File: src/rtl/rvc_fetch_aligner_if.sv
// Bus bundle for rvc_fetch_aligner: fetch request/response, instruction issue
// handshake and redirect. The aligner connects through the slave modport.
// The master modport is for whatever drives the fetch side and consumes the
// issued instructions.
interface rvc_fetch_aligner_if;
  logic [31:0] oFETCH_PC;
  logic        iFETCH_VALID;
  logic [31:0] iFETCH_DATA;
  logic        oFETCH_READY;
  logic        oINST_VALID;
  logic [31:0] oINST;
  logic [31:0] oINST_PC;
  logic        oINST_IS_C;
  logic        oINST_ILLEGAL;
  logic        iINST_READY;
  logic        iFLUSH;
  logic [31:0] iFLUSH_PC;

  modport master (
    input  oFETCH_PC, oFETCH_READY, oINST_VALID, oINST, oINST_PC,
           oINST_IS_C, oINST_ILLEGAL,
    output iFETCH_VALID, iFETCH_DATA, iINST_READY, iFLUSH, iFLUSH_PC
  );

  modport slave (
    output oFETCH_PC, oFETCH_READY, oINST_VALID, oINST, oINST_PC,
           oINST_IS_C, oINST_ILLEGAL,
    input  iFETCH_VALID, iFETCH_DATA, iINST_READY, iFLUSH, iFLUSH_PC
  );
endinterface

File: src/rtl/rvc_fetch_aligner.sv
// rvc_fetch_aligner: turns a stream of aligned 32-bit fetch words into a stream
// of complete RV32/RVC instructions, each tagged with its PC. It also stitches
// together 32-bit instructions that straddle two fetch words.
// Optional feature: define RVC_ALIGN_ZERO_ILLEGAL_EN to flag issued all-zero
// compressed parcels on oINST_ILLEGAL. Without it, oINST_ILLEGAL is tied to 0.
module rvc_fetch_aligner #(
  parameter logic [31:0] RESET_PC = 32'h0000_0000
) (
  input logic               iCLK,
  input logic               iRST_N,
  rvc_fetch_aligner_if.slave bus
);

  // Sequencer states: which part of the buffered word is issued next.
  localparam logic [2:0] ST_EMPTY   = 3'd0;
  localparam logic [2:0] ST_LO      = 3'd1;
  localparam logic [2:0] ST_HI      = 3'd2;
  localparam logic [2:0] ST_HI_WAIT = 3'd3;
  localparam logic [2:0] ST_SPAN    = 3'd4;

  logic [2:0]  state_q,    state_d;
  logic [31:0] word_q,     word_d;
  logic [31:0] wordAddr_q, wordAddr_d;
  logic [15:0] res_q,      res_d;
  logic [31:0] resAddr_q,  resAddr_d;
  logic        skip_q,     skip_d;
  logic [31:0] fetchPc_q,  fetchPc_d;

  logic        instValid;
  logic [31:0] instData;
  logic [31:0] instPc;
  logic        instIsC;
  logic        fetchReady;
  logic        accept;
  logic        consume;

  // Halfword-address bits that are architecturally ignored.
  logic unusedBits;
  assign unusedBits = bus.iFLUSH_PC[0];

  // Moore decode of the issue port and fetch-ready from the buffered state.
  always_comb begin
    instValid  = 1'b0;
    instData   = 32'h0;
    instPc     = 32'h0;
    instIsC    = 1'b0;
    fetchReady = 1'b0;
    case (state_q)
      ST_EMPTY, ST_HI_WAIT: begin
        fetchReady = 1'b1;
      end
      ST_LO: begin
        instValid = 1'b1;
        instPc    = wordAddr_q;
        if (word_q[1:0] != 2'b11) begin
          instData = {16'h0, word_q[15:0]};
          instIsC  = 1'b1;
        end else begin
          instData = word_q;
        end
      end
      ST_HI: begin
        if (word_q[17:16] != 2'b11) begin
          instValid = 1'b1;
          instData  = {16'h0, word_q[31:16]};
          instPc    = wordAddr_q + 32'd2;
          instIsC   = 1'b1;
        end
      end
      ST_SPAN: begin
        instValid = 1'b1;
        instData  = {word_q[15:0], res_q};
        instPc    = resAddr_q;
      end
      default: begin
        fetchReady = 1'b0;
      end
    endcase
  end

  assign accept  = fetchReady & bus.iFETCH_VALID;
  assign consume = instValid & bus.iINST_READY;

  assign bus.oFETCH_PC    = fetchPc_q;
  assign bus.oFETCH_READY = fetchReady;
  assign bus.oINST_VALID  = instValid;
  assign bus.oINST        = instData;
  assign bus.oINST_PC     = instPc;
  assign bus.oINST_IS_C   = instIsC;

`ifdef RVC_ALIGN_ZERO_ILLEGAL_EN
  // The all-zero compressed parcel is a reserved encoding; flag it alongside the issue.
  assign bus.oINST_ILLEGAL = instValid & instIsC & (instData[15:0] == 16'h0000);
`else
  assign bus.oINST_ILLEGAL = 1'b0;
`endif

  // Next-state logic: a redirect overrides everything, otherwise walk the parcels.
  always_comb begin
    state_d    = state_q;
    word_d     = word_q;
    wordAddr_d = wordAddr_q;
    res_d      = res_q;
    resAddr_d  = resAddr_q;
    skip_d     = skip_q;
    fetchPc_d  = fetchPc_q;
    if (bus.iFLUSH) begin
      state_d   = ST_EMPTY;
      skip_d    = bus.iFLUSH_PC[1];
      fetchPc_d = {bus.iFLUSH_PC[31:2], 2'b00};
    end else begin
      case (state_q)
        ST_EMPTY: begin
          if (accept) begin
            word_d     = bus.iFETCH_DATA;
            wordAddr_d = fetchPc_q;
            fetchPc_d  = fetchPc_q + 32'd4;
            if (skip_q) begin
              state_d = ST_HI;
              skip_d  = 1'b0;
            end else begin
              state_d = ST_LO;
            end
          end
        end
        ST_LO: begin
          if (consume) begin
            state_d = (word_q[1:0] == 2'b11) ? ST_EMPTY : ST_HI;
          end
        end
        ST_HI: begin
          if (word_q[17:16] != 2'b11) begin
            if (consume) begin
              state_d = ST_EMPTY;
            end
          end else begin
            res_d     = word_q[31:16];
            resAddr_d = wordAddr_q + 32'd2;
            state_d   = ST_HI_WAIT;
          end
        end
        ST_HI_WAIT: begin
          if (accept) begin
            word_d     = bus.iFETCH_DATA;
            wordAddr_d = fetchPc_q;
            fetchPc_d  = fetchPc_q + 32'd4;
            state_d    = ST_SPAN;
          end
        end
        ST_SPAN: begin
          if (consume) begin
            state_d = ST_HI;
          end
        end
        default: begin
          state_d = ST_EMPTY;
        end
      endcase
    end
  end

  // State and buffer registers; reset drops any buffered instructions.
  always_ff @(posedge iCLK or negedge iRST_N) begin
    if (!iRST_N) begin
      state_q    <= ST_EMPTY;
      word_q     <= 32'h0;
      wordAddr_q <= 32'h0;
      res_q      <= 16'h0;
      resAddr_q  <= 32'h0;
      skip_q     <= RESET_PC[1];
      fetchPc_q  <= {RESET_PC[31:2], 2'b00};
    end else begin
      state_q    <= state_d;
      word_q     <= word_d;
      wordAddr_q <= wordAddr_d;
      res_q      <= res_d;
      resAddr_q  <= resAddr_d;
      skip_q     <= skip_d;
      fetchPc_q  <= fetchPc_d;
    end
  end

endmodule

File: src/flat_wrapper.sv
// flat-port wrapper written by rule: the top's interface ports become plain ports
module rvc_fetch_aligner_flat 
#(
  parameter logic [31:0] RESET_PC = 32'h0000_0000
)
  (iCLK, iRST_N, bus_oFETCH_PC, bus_oFETCH_READY, bus_oINST_VALID, bus_oINST, bus_oINST_PC, bus_oINST_IS_C, bus_oINST_ILLEGAL, bus_iFETCH_VALID, bus_iFETCH_DATA, bus_iINST_READY, bus_iFLUSH, bus_iFLUSH_PC);
  rvc_fetch_aligner_if bus_i ();
  input logic iCLK;
  input logic iRST_N;
  output wire logic [$bits(bus_i.oFETCH_PC)-1:0] bus_oFETCH_PC;
  output wire logic [$bits(bus_i.oFETCH_READY)-1:0] bus_oFETCH_READY;
  output wire logic [$bits(bus_i.oINST_VALID)-1:0] bus_oINST_VALID;
  output wire logic [$bits(bus_i.oINST)-1:0] bus_oINST;
  output wire logic [$bits(bus_i.oINST_PC)-1:0] bus_oINST_PC;
  output wire logic [$bits(bus_i.oINST_IS_C)-1:0] bus_oINST_IS_C;
  output wire logic [$bits(bus_i.oINST_ILLEGAL)-1:0] bus_oINST_ILLEGAL;
  input wire logic [$bits(bus_i.iFETCH_VALID)-1:0] bus_iFETCH_VALID;
  input wire logic [$bits(bus_i.iFETCH_DATA)-1:0] bus_iFETCH_DATA;
  input wire logic [$bits(bus_i.iINST_READY)-1:0] bus_iINST_READY;
  input wire logic [$bits(bus_i.iFLUSH)-1:0] bus_iFLUSH;
  input wire logic [$bits(bus_i.iFLUSH_PC)-1:0] bus_iFLUSH_PC;
  assign bus_oFETCH_PC = bus_i.oFETCH_PC;
  assign bus_oFETCH_READY = bus_i.oFETCH_READY;
  assign bus_oINST_VALID = bus_i.oINST_VALID;
  assign bus_oINST = bus_i.oINST;
  assign bus_oINST_PC = bus_i.oINST_PC;
  assign bus_oINST_IS_C = bus_i.oINST_IS_C;
  assign bus_oINST_ILLEGAL = bus_i.oINST_ILLEGAL;
  assign bus_i.iFETCH_VALID = bus_iFETCH_VALID;
  assign bus_i.iFETCH_DATA = bus_iFETCH_DATA;
  assign bus_i.iINST_READY = bus_iINST_READY;
  assign bus_i.iFLUSH = bus_iFLUSH;
  assign bus_i.iFLUSH_PC = bus_iFLUSH_PC;
  rvc_fetch_aligner #(.RESET_PC(RESET_PC)) u_core (.iCLK(iCLK), .iRST_N(iRST_N), .bus(bus_i));
endmodule
File: config.mk
export PLATFORM = sky130hd
export DESIGN_NAME = rvc_fetch_aligner_flat
export DESIGN_NICKNAME = d
export VERILOG_FILES = /design/src/rtl/rvc_fetch_aligner_if.sv /design/src/rtl/rvc_fetch_aligner.sv /design/src/flat_wrapper.sv
export SDC_FILE = /design/constraint.sdc
export NUM_CORES = 1
export LEC_CHECK = 0
export CORE_MARGIN = 2
export CORE_UTILIZATION = 30
export CTS_BUF_LIST = sky130_fd_sc_hd__clkbuf_8
export DETAILED_ROUTE_END_ITERATION = 16
export PLACE_DENSITY = 0.51
export SLEW_MARGIN = 20
export SYNTH_ARGS = -nofsm -noshare
export SYNTH_HDL_FRONTEND = slang
export SYNTH_SLANG_ARGS = --single-unit
export TNS_END_PERCENT = 30
File: constraint.sdc
create_clock -name iCLK -period 2.4 [get_ports iCLK]
set_input_delay 0.48 -clock iCLK [delete_from_list [all_inputs] [get_ports iCLK]]
set_output_delay 0.48 -clock iCLK [all_outputs]
set_load 0.02 [all_outputs]
==> results.sh <==
export IMPL_dieArea_mm2=0.0241
export IMPL_slew_viol_final=0
export IMPL_ys_flop_type="dfrtp_1"
export IMPL_cp_max_fo=7
export IMPL_hold_path_depth=3
export IMPL_instances_no_fill=1058
export IMPL_clk_pin_slew_ns=0.07
export IMPL_crit_family="buffers and inverters"
export IMPL_post_place_cells=1020
export IMPL_p_clk_share_pct=22.3
export IMPL_timing_final_ws_setup_ns=-0.0452
export IMPL_p_comb_share_pct=36.0
export IMPL_ios=169
export IMPL_p_int_mw=6.27
export IMPL_dr_pass1_iters=6
export IMPL_min_period_ns=2.45
export IMPL_nets=830
export IMPL_cts_max_path_buffers=2
export IMPL_synth_cell_types=48
export IMPL_syn_area_mm2=0.00687
export IMPL_startpoint_type="flop"
export IMPL_cp_num_buf_inv=5
export IMPL_cts_tree="yes"
export IMPL_coreArea_mm2=0.0226
export IMPL_crit_arrival_ns=1.97
export IMPL_grt_util_all_layers_pct=16.3
export IMPL_via_count=5320
export IMPL_antenna_found_initial=0
export IMPL_ir_drop_mv=0.361
export IMPL_slowest_delay_ns=0.45
export IMPL_p_per_area_mw_per_mm2=982
export IMPL_maxCapViolations=0
export IMPL_r2r_end="u_core.wordAddr_q[26]"
export IMPL_netlist_top_cells_count="dfrtp_1, mux2_2, a22o_1, nand2_1, o21ai_0"
export IMPL_place_congestion=0.804
export IMPL_leakage_nw=4.32
export IMPL_avgSynthCellArea_um2=12.1
export IMPL_synth_seq_cells=143
export IMPL_sw_frac_of_total_pct=33.8
export IMPL_num_rows=55
export IMPL_min_from="bus_iFLUSH"
export IMPL_hold_viol=0
export IMPL_p_sw_mw=3.20
export IMPL_diodes=0
export IMPL_root_buffer="clkbuf_8"
export IMPL_endpoint_kind="output port"
export IMPL_skew_ns=0.00859
export IMPL_fillCellCount=2104
export IMPL_fin_crit_sh_pct=102
export IMPL_final_core_util_pct=42.7
export IMPL_setup_viol=12
export IMPL_critical_path_slowest_cell="dfrtp_2"
export IMPL_hold_path_class="in -> reg"
export IMPL_path_class="reg -> out"
export IMPL_grt_max_degree=58
export IMPL_cts_buffers=17
export IMPL_cts_max_level=4
export IMPL_drc=0
export IMPL_worst_pin_slew_ns=0.535
export IMPL_dpl_hpwl_um=13400
export IMPL_status="finished with violations"
export IMPL_syn_inst=569
export IMPL_io_buffers=163
export IMPL_die_h_um=155
export IMPL_final_cell_area_mm2=0.00964
export IMPL_die_w_um=155
export IMPL_wirelength_um=19900
export IMPL_seq_area_frac_synth_pct=52.1
export IMPL_cp_cell_sequence="buf_6 -> nor3b_4 -> buf_6 -> buf_12 -> clkbuf_16 -> a22o_1 -> buf_6"
export IMPL_via_per_inst=5.03
export IMPL_ys_warn_count=0
export IMPL_area_growth_pct=40.4
export IMPL_max_freq_ghz=0.409
export IMPL_violations="negative setup slack"
export IMPL_worst_ep_required_time_ns=1.92
export IMPL_grt_pass1_wl_um=30800
export IMPL_async_reset_ff_share_pct=100
export IMPL_crit_top_cell="buf_6"
export IMPL_drt_iter0_markers=278
export IMPL_rrSetupSlack_ns=0.36
export IMPL_grt_pass1_vias=5714
export IMPL_min_to="u_core.bus.oFETCH_PC[27]"
export IMPL_clock_sinks=143
export IMPL_relSlewSlack_pct=64.4
export IMPL_yosys_area_top_type_share_pct=52.1
export IMPL_r2r_start="u_core.state_q[1]"
export IMPL_r2r_cells=6
export IMPL_drive_gt1_share_pct=34.2
export IMPL_rsz0062_at_grt="true"
export IMPL_p_seq_share_pct=41.7
export IMPL_synth_most_common_cell="dfrtp_1"
export IMPL_initial_core_util_pct=30.4
export IMPL_postRouteAntennaNets=0
export IMPL_insertion_delay_ns=0.43
export IMPL_synth_top_cell_by_area="dfrtp_1"
export IMPL_synth_edf_count=0
export IMPL_placed_area_mm2=0.00908
export IMPL_wl_per_cell_um=18.8
export IMPL_yosys_top_cells_area="dfrtp_1, mux2_2, a22o_1"
export IMPL_grt_overflow_total=0
==> kinds of logic (layout without fill, tap and decap cells) <==
group,count (synthesis),count (layout),share of synthesized area (%)
muxes,109,109,17.8
xor gates and xnor gates,30,30,4.10
other,1,4,0.0546
AOI/OAI and AO/OA,109,109,11.7
DFF,143,143,52.1
adders and majority gates,1,1,0.182
and+or+nand+nor,116,116,9.38
buffers and inverters,60,261,4.61
==> per-stage QoR <==
step | TNS [ns] | total power, mW | hold slack, ns | setup WS, ns
floorplan | 0 | 5.81 | 0.184 | 0.393
global placement | 0 | 7.27 | 0.450 | 0.000302
detailed placement | -0.0324 | 7.39 | 0.452 | -0.00977
CTS | -2.32 | 9.37 | 0.393 | -0.109
global route | -3.88 | 10.1 | 0.402 | -0.145
finish | -0.214 | 9.47 | 0.418 | -0.0452
==> how the worst max path moves through the flow <==
stage                                 start               end  slack (ns)  cells after the start
final                     u_core.state_q[0]     bus_oINST[21]       -0.05                      7
after global routing      u_core.state_q[0]     bus_oINST[12]       -0.14                      7
after CTS                 u_core.state_q[0]      bus_oINST[0]       -0.11                      7
after detailed placement  u_core.state_q[0]  bus_oINST_PC[12]       -0.01                      6
after global placement    u_core.state_q[0]   bus_oINST_PC[9]      0.0003                      6
after floorplan           u_core.state_q[0]     bus_oINST[21]        0.39                      6
==> cell usage in the layout (no fill, tap or decap), types with 5 or more instances in the layout <==
cell	synthesis	routed
nor2_1	12	10
xor2_1	23	23
and3_1	5	5
nand3_1	15	14
a222oi_1	14	14
xnor2_1	6	6
buf_12	0	12
mux2_1	10	10
clkdlybuf4s50_1	0	95
mux2_2	97	97
dfrtp_1	143	141
clkbuf_8	0	20
inv_1	19	20
nand4_1	13	13
buf_4	7	36
buf_6	6	46
buf_2	16	14
nand2_1	43	42
a22o_1	46	45
o21ai_0	27	26
a21oi_1	7	5
nand2b_1	5	5
o21ai_1	8	8
==> what timing repair did <==
item,CTS,global route
endpoints found under the hold margin,45,0
hold buffers,1,0
setup endpoints to repair,66,62
cloned,0,4
buffers inserted,0,1
pin swaps,15,36
gates resized for setup,241,135
==> metal layers <==
layer / vias up / global-route usage, % / wire length (um)
met3: 20 / 5.77 / 1510
met4: 0 / 4.11 / 223
met5: - / 0 / 0
met1: 2656 / 19.7 / 8640
met2: 196 / 27.7 / 9520
li1: 2448 / - / -
==> cell type report <==
class                           instances  area (um2)  area share (%)
Clock buffer                           20         275            2.85
Clock inverter                         12         165            1.71
Inverter                               19        71.3           0.740
Multi-Input combinational cell        369        3050            31.6
Sequential cell                       143        3580            37.1
Tap cell                              285         357            3.70
Timing Repair Buffer                  210        2150            22.3
==> sequential cells by signal (all words and copies together), names as in the netlist <==
register / flops
u_core.res_q: 16
u_core.word_q: 32
u_core.wordAddr_q: 30
u_core.bus.oFETCH_PC: 30
u_core.skip_q: 1
u_core.resAddr_q: 31
u_core.state_q: 3
==> worst min-delay path, delay by kind of cell <==
| family | cells | cell delay [ns] |
|---|---|---|
| AOI/OAI and AO/OA | 1 | 0.05 |
| buffers and inverters | 1 | 0.18 |
| and+or+nand+nor | 1 | 0.09 |
==> power by group through the flow <==
| stage | combinational, mW | clock (mW) | sequential (mW) |
|---|---|---|---|
| after floorplan | 1.96 | 0 | 3.85 |
| after global placement | 3.37 | 0 | 3.90 |
| after detailed placement | 3.42 | 0 | 3.97 |
| after CTS | 3.25 | 2.20 | 3.93 |
| after global routing | 3.67 | 2.32 | 4.07 |
| final | 3.41 | 2.11 | 3.95 |
Note: power is estimated with default switching activity, not from simulation.
